## src/rtl/ws2812_frame_loader.sv

```systemverilog
// ws2812_frame_loader: byte-stream front end for the ws2812 serial driver.
// Scales each accepted byte by a global brightness and collects the bytes into
// a shadow frame. A complete frame is copied to packed_rgb_data in one cycle,
// so the driver never samples a partially written frame.
// Ports:
//   clk, reset       system clock, synchronous active-high reset
//   in_data/in_valid byte stream; in_ready is the combinational accept
//   in_sof           marks in_data as the first byte of a frame
//   brightness       global scale applied per byte, 255 = unity
//   packed_rgb_data  committed frame, LED k at [24k +: 24], bit 23 sent first
//   frame_done       one-cycle pulse when a frame is committed
//   frame_error      one-cycle pulse when a frame is aborted
module ws2812_frame_loader #(
  parameter int unsigned NUM_LEDS       = 8,
  parameter int unsigned TIMEOUT_CYCLES = 12000
) (
  input  logic                    clk,
  input  logic                    reset,
  input  logic [7:0]              in_data,
  input  logic                    in_valid,
  input  logic                    in_sof,
  output logic                    in_ready,
  input  logic [7:0]              brightness,
  output logic [24*NUM_LEDS-1:0]  packed_rgb_data,
  output logic                    frame_done,
  output logic                    frame_error
);

  localparam int unsigned NB = 3 * NUM_LEDS;
  localparam int unsigned IW = (NB > 1) ? $clog2(NB) : 1;
  localparam int unsigned CW = (TIMEOUT_CYCLES > 0) ? $clog2(TIMEOUT_CYCLES + 1) : 1;
  localparam logic [IW-1:0] IDX_LAST = IW'(NB - 1);
  localparam logic [CW-1:0] CNT_LAST = CW'(TIMEOUT_CYCLES - 1);

  localparam logic [1:0] S_IDLE   = 2'd0;
  localparam logic [1:0] S_LOAD   = 2'd1;
  localparam logic [1:0] S_COMMIT = 2'd2;

  logic [1:0]             state, state_nxt;
  logic [IW-1:0]          idx, idx_nxt;
  logic [CW-1:0]          cnt, cnt_nxt;
  logic [24*NUM_LEDS-1:0] shadow;
  logic                   accept;
  logic                   wr_en;
  logic [IW-1:0]          wr_idx;
  logic                   done_nxt, err_nxt;
  logic [16:0]            product;
  logic [7:0]             scaled;

  assign in_ready = !reset && (state != S_COMMIT);
  assign accept   = in_valid && in_ready;

  // (brightness + 1) scaling makes 255 an exact pass-through
  assign product = 17'(in_data) * (17'(brightness) + 17'd1);
  assign scaled  = 8'(product >> 8);

  // Next-state, write-enable and pulse decode
  always_comb begin
    state_nxt = state;
    idx_nxt   = idx;
    cnt_nxt   = cnt;
    wr_en     = 1'b0;
    wr_idx    = idx;
    done_nxt  = 1'b0;
    err_nxt   = 1'b0;
    case (state)
      S_IDLE: begin
        if (accept && in_sof) begin
          wr_en     = 1'b1;
          wr_idx    = '0;
          idx_nxt   = IW'(1);
          cnt_nxt   = '0;
          state_nxt = S_LOAD;
        end
      end
      S_LOAD: begin
        if (accept) begin
          wr_en   = 1'b1;
          cnt_nxt = '0;
          if (in_sof) begin
            // Restart: the old partial frame is abandoned and overwritten
            err_nxt = 1'b1;
            wr_idx  = '0;
            idx_nxt = IW'(1);
          end else if (idx == IDX_LAST) begin
            idx_nxt   = '0;
            state_nxt = S_COMMIT;
          end else begin
            idx_nxt = idx + IW'(1);
          end
        end else if (TIMEOUT_CYCLES != 0) begin
          // Aborting on the last count keeps the counter from ever wrapping
          if (cnt == CNT_LAST) begin
            err_nxt   = 1'b1;
            cnt_nxt   = '0;
            idx_nxt   = '0;
            state_nxt = S_IDLE;
          end else begin
            cnt_nxt = cnt + CW'(1);
          end
        end
      end
      S_COMMIT: begin
        done_nxt  = 1'b1;
        state_nxt = S_IDLE;
      end
      default: state_nxt = S_IDLE;
    endcase
  end

  // State, shadow and committed-frame registers
  always_ff @(posedge clk) begin
    if (reset) begin
      state           <= S_IDLE;
      idx             <= '0;
      cnt             <= '0;
      shadow          <= '0;
      packed_rgb_data <= '0;
      frame_done      <= 1'b0;
      frame_error     <= 1'b0;
    end else begin
      state       <= state_nxt;
      idx         <= idx_nxt;
      cnt         <= cnt_nxt;
      frame_done  <= done_nxt;
      frame_error <= err_nxt;
      if (state == S_COMMIT) begin
        packed_rgb_data <= shadow;
      end
      // Byte i belongs to LED i/3; its first byte lands in bits [23:16]
      for (int i = 0; i < int'(NB); i++) begin
        if (wr_en && (wr_idx == IW'(i))) begin
          shadow[8*(3*(i/3) + 2 - (i%3)) +: 8] <= scaled;
        end
      end
    end
  end

endmodule

```

## config.mk

```make
export PLATFORM = sky130hd
export DESIGN_NAME = ws2812_frame_loader
export DESIGN_NICKNAME = d
export VERILOG_FILES = /design/src/rtl/ws2812_frame_loader.sv
export SDC_FILE = /design/constraint.sdc
export NUM_CORES = 1
export LEC_CHECK = 0
export CAP_MARGIN = 10
export CELL_PAD_IN_SITES_DETAIL_PLACEMENT = 0
export CELL_PAD_IN_SITES_GLOBAL_PLACEMENT = 1
export CORE_AREA = 4 4 192 194
export CTS_BUF_LIST = sky130_fd_sc_hd__clkbuf_8
export CTS_CLUSTER_DIAMETER = 40
export DETAILED_ROUTE_END_ITERATION = 8
export DIE_AREA = 0 0 196 198
export PLACE_DENSITY_LB_ADDON = 0.1
export SETUP_SLACK_MARGIN = 0.15
export SYNTH_ARGS = -nofsm -noshare
export SYNTH_HDL_FRONTEND = slang
export SYNTH_SLANG_ARGS = --single-unit
```

## constraint.sdc

```tcl
create_clock -name clk -period 17.4 [get_ports clk]
set_input_delay 5.22 -clock clk [delete_from_list [all_inputs] [get_ports clk]]
set_output_delay 5.22 -clock clk [all_outputs]
set_load 0.01 [all_outputs]
```

==> impl_metrics.env <==
export IMPL_synth_top_area_cell="dfxtp_1"
export IMPL_syn2layout_area_growth_pct=23.9
export IMPL_slowest_stage="clkdlybuf4s50_1"
export IMPL_cts_sinks=407
export IMPL_insertion_delay_ps=610
export IMPL_grt_use_met1_pct=27.8
export IMPL_routed_wl_um=40400
export IMPL_syn_num_nets=1656
export IMPL_whs_ps=449
export IMPL_synth_edf_count=0
export IMPL_avgSynthCellArea_um2=9.98
export IMPL_grt_first_pass_wirelength_um=64700
export IMPL_crit_arrival_ps=6560
export IMPL_post_route_cell_area_um2=19300
export IMPL_cts_tree="done"
export IMPL_max_cap_violations=0
export IMPL_status="finished, final reports clean"
export IMPL_drc=0
export IMPL_place_ws_ps=5610
export IMPL_setup_ws_ps=5620
export IMPL_fp_dieW_um=196
export IMPL_timing_slew_headroom_pct=20.3
export IMPL_synth_seq_cells=407
export IMPL_yosysSeqAreaShare_pct=52.3
export IMPL_yosys_warnings=0
export IMPL_rows=69
export IMPL_crit_family="buffers and inverters"
export IMPL_drive_gt1_share_pct=6.79
export IMPL_rsz0062_at_grt="false"
export IMPL_nFillCells=3175
export IMPL_synthArstFlopShare_pct=0
export IMPL_die_h_um=198
export IMPL_yosys_top_cells_count="dfxtp_1 (407), a22o_1 (192), nand3_1 (190)"
export IMPL_root_buffer="clkbuf_8"
export IMPL_synth_top_area_share_pct=52.3
export IMPL_setup_violations=0
export IMPL_synth_most_common_cell="dfxtp_1"
export IMPL_post_dp_hpwl_um=26100
export IMPL_dp_cells=2123
export IMPL_dieArea_um2=38800
export IMPL_finalCriticalPeriod_ps=11780
export IMPL_worst_slew_pin_slew_ps=1190
export IMPL_fin_crit_sh_pct=67.7
export IMPL_met2_usage_pct=33.4
export IMPL_antenna_found_initial=1
export IMPL_first_iter_violations=628
export IMPL_start_util_pct=44.2
export IMPL_finClkSkew_ps=24.0
export IMPL_track_usage_pct=20.5
export IMPL_wire_per_inst_um=18.0
export IMPL_htreeDepth=3
export IMPL_cts_resized_gates=0
export IMPL_grt_max_degree=194
export IMPL_required_ps=12180
export IMPL_vias_per_cell=5.38
export IMPL_first_pass_iters=5
export IMPL_fin_nets=1827
export IMPL_timing_hold_violations_final=0
export IMPL_end_kind="output pin"
export IMPL_critical_path_class="input port to output pin"
export IMPL_synth_ff_type="dfxtp_1"
export IMPL_grt_met3_usage_pct=4.58
export IMPL_drv_slew=0
export IMPL_clock_path_buffers=3
export IMPL_path_clk_slew_ps=60
export IMPL_boundaryPins=215
export IMPL_dpl_cell_area_um2=18000
export IMPL_final_cells=2243
export IMPL_worstSetupStartpointType="input port"
export IMPL_first_global_vias=11796
export IMPL_vdd_ir_drop_max_uv=148
export IMPL_cp_max_fo=60
export IMPL_ys_types=52
export IMPL_synth_area_leaders="dfxtp_1 (52%), a22o_1 (11%), nand3_1 (6.1%)"
export IMPL_synthCells=1561
export IMPL_netlist_area_um2=15600
export IMPL_io_buffers=214
export IMPL_top_usage_layer="met2"
export IMPL_cts_setup_buffers=0
export IMPL_core_area_um2=35200
export IMPL_path_cells="buf_2 > buf_4 > a21oi_4 > clkdlybuf4s50_1"
export IMPL_cts_hold_buffers=0
export IMPL_slowest_delay_ps=580
export IMPL_overflow=0
export IMPL_hold_class="flop to flop"
export IMPL_cts_buffers=68
export IMPL_max_freq_mhz=84.9
export IMPL_antenna_cells=0
export IMPL_finalSetupTns_ps=0
export IMPL_vias=12072
export IMPL_postRouteAntennaNets=0
export IMPL_gp_congestion=0.825
export IMPL_p_leak_nw=7.24
export IMPL_power_density_nw_per_um2=119
export IMPL_path_buf_inv=3
[worst reg2reg max path: stages, from the launching register on]
cell	delay, ps
dfxtp_1	440
nand2b_1	300
nor3_1	860
nand4_1	760
nand3_1	280
o21ai_0	110
[placed cells by master (no fill, tap or decap), types with 4 or more instances in the layout]
cell               n
a211oi_1          27
a21oi_1           40
a22o_1           192
a31oi_1            5
and2_1            34
and3_1             7
buf_4              5
clkbuf_8          82
clkdlybuf4s50_1  213
clkinv_2           6
dfxtp_1          407
fa_1              40
ha_1              35
inv_1             71
nand2_1           71
nand2b_1          13
nand3_1          189
nand4_1            7
nor2_1            65
nor2b_1           27
nor3_1            13
o21ai_0           95
o21ai_1           61
or3_1              4
xnor2_1            8
xor2_1            11
[area by class of cell]
class / count / area, um2 / area share (%)
flip-flops and latches: 407 / 8150 / 42.2
multi-input cells: 988 / 6900 / 35.7
repair buffers: 220 / 2190 / 11.4
clock buffers: 82 / 1130 / 5.84
well taps: 461 / 577 / 2.99
clock inverters: 38 / 188 / 0.972
inverters: 47 / 179 / 0.926
[kinds of logic after synthesis]
logic type               share of synthesized area, %
AO/OA/AOI/OAI                                    19.6
XOR/XNOR                                         1.40
adder cells (fa/ha/maj)                          7.95
buffers and inverters                            4.22
flip-flops                                       52.3
multiplexers                                   0.0642
AND/OR/NAND/NOR                                  14.4
[layer usage]
layer | vias up | part of all wire (%)
met5 | - | 0.032
met4 | 2 | 1.4
met3 | 50 | 6.0
met2 | 287 | 46
met1 | 5798 | 46
li1 | 5935 | -
[sequential cells by signal, summed over array words and instances, names as in the netlist]
register / flops
idx: 5
frame_error: 1
shadow: 192
cnt: 14
frame_done: 1
packed_rgb_data: 192
state: 2
[path summary, 6_finish.rpt]
check             slack (ps)                       end  depth (start not counted)                    start
hold reg to reg          450   shadow[28]$_SDFFE_PP0P_                          2  shadow[28]$_SDFFE_PP0P_
setup reg to reg       14510  shadow[162]$_SDFFE_PP0P_                          5    state[1]$_SDFFE_PP0P_
hold / removal           450   shadow[28]$_SDFFE_PP0P_                          2  shadow[28]$_SDFFE_PP0P_
setup / recovery        5620                  in_ready                          4                    reset
[report_power, final]
part / switching [mW] / total [mW] / leakage (nW) / internal [mW]
clock: 0.377 / 0.808 / 0.772 / 0.431
sequential: 0.00389 / 0.941 / 3.28 / 0.937
combinational: 0.418 / 0.547 / 3.19 / 0.129
total: 0.799 / 2.30 / 7.24 / 1.50
[per-stage QoR]
stage	util [%]	total power [mW]
final	54.8	2.30
after global routing	54.8	2.42
after CTS	54.8	2.33
after detailed placement	51.1	1.52
after global placement	51.1	1.51
after floorplan	-	1.29
No activity file was read; power rests on OpenSTA's default activity.
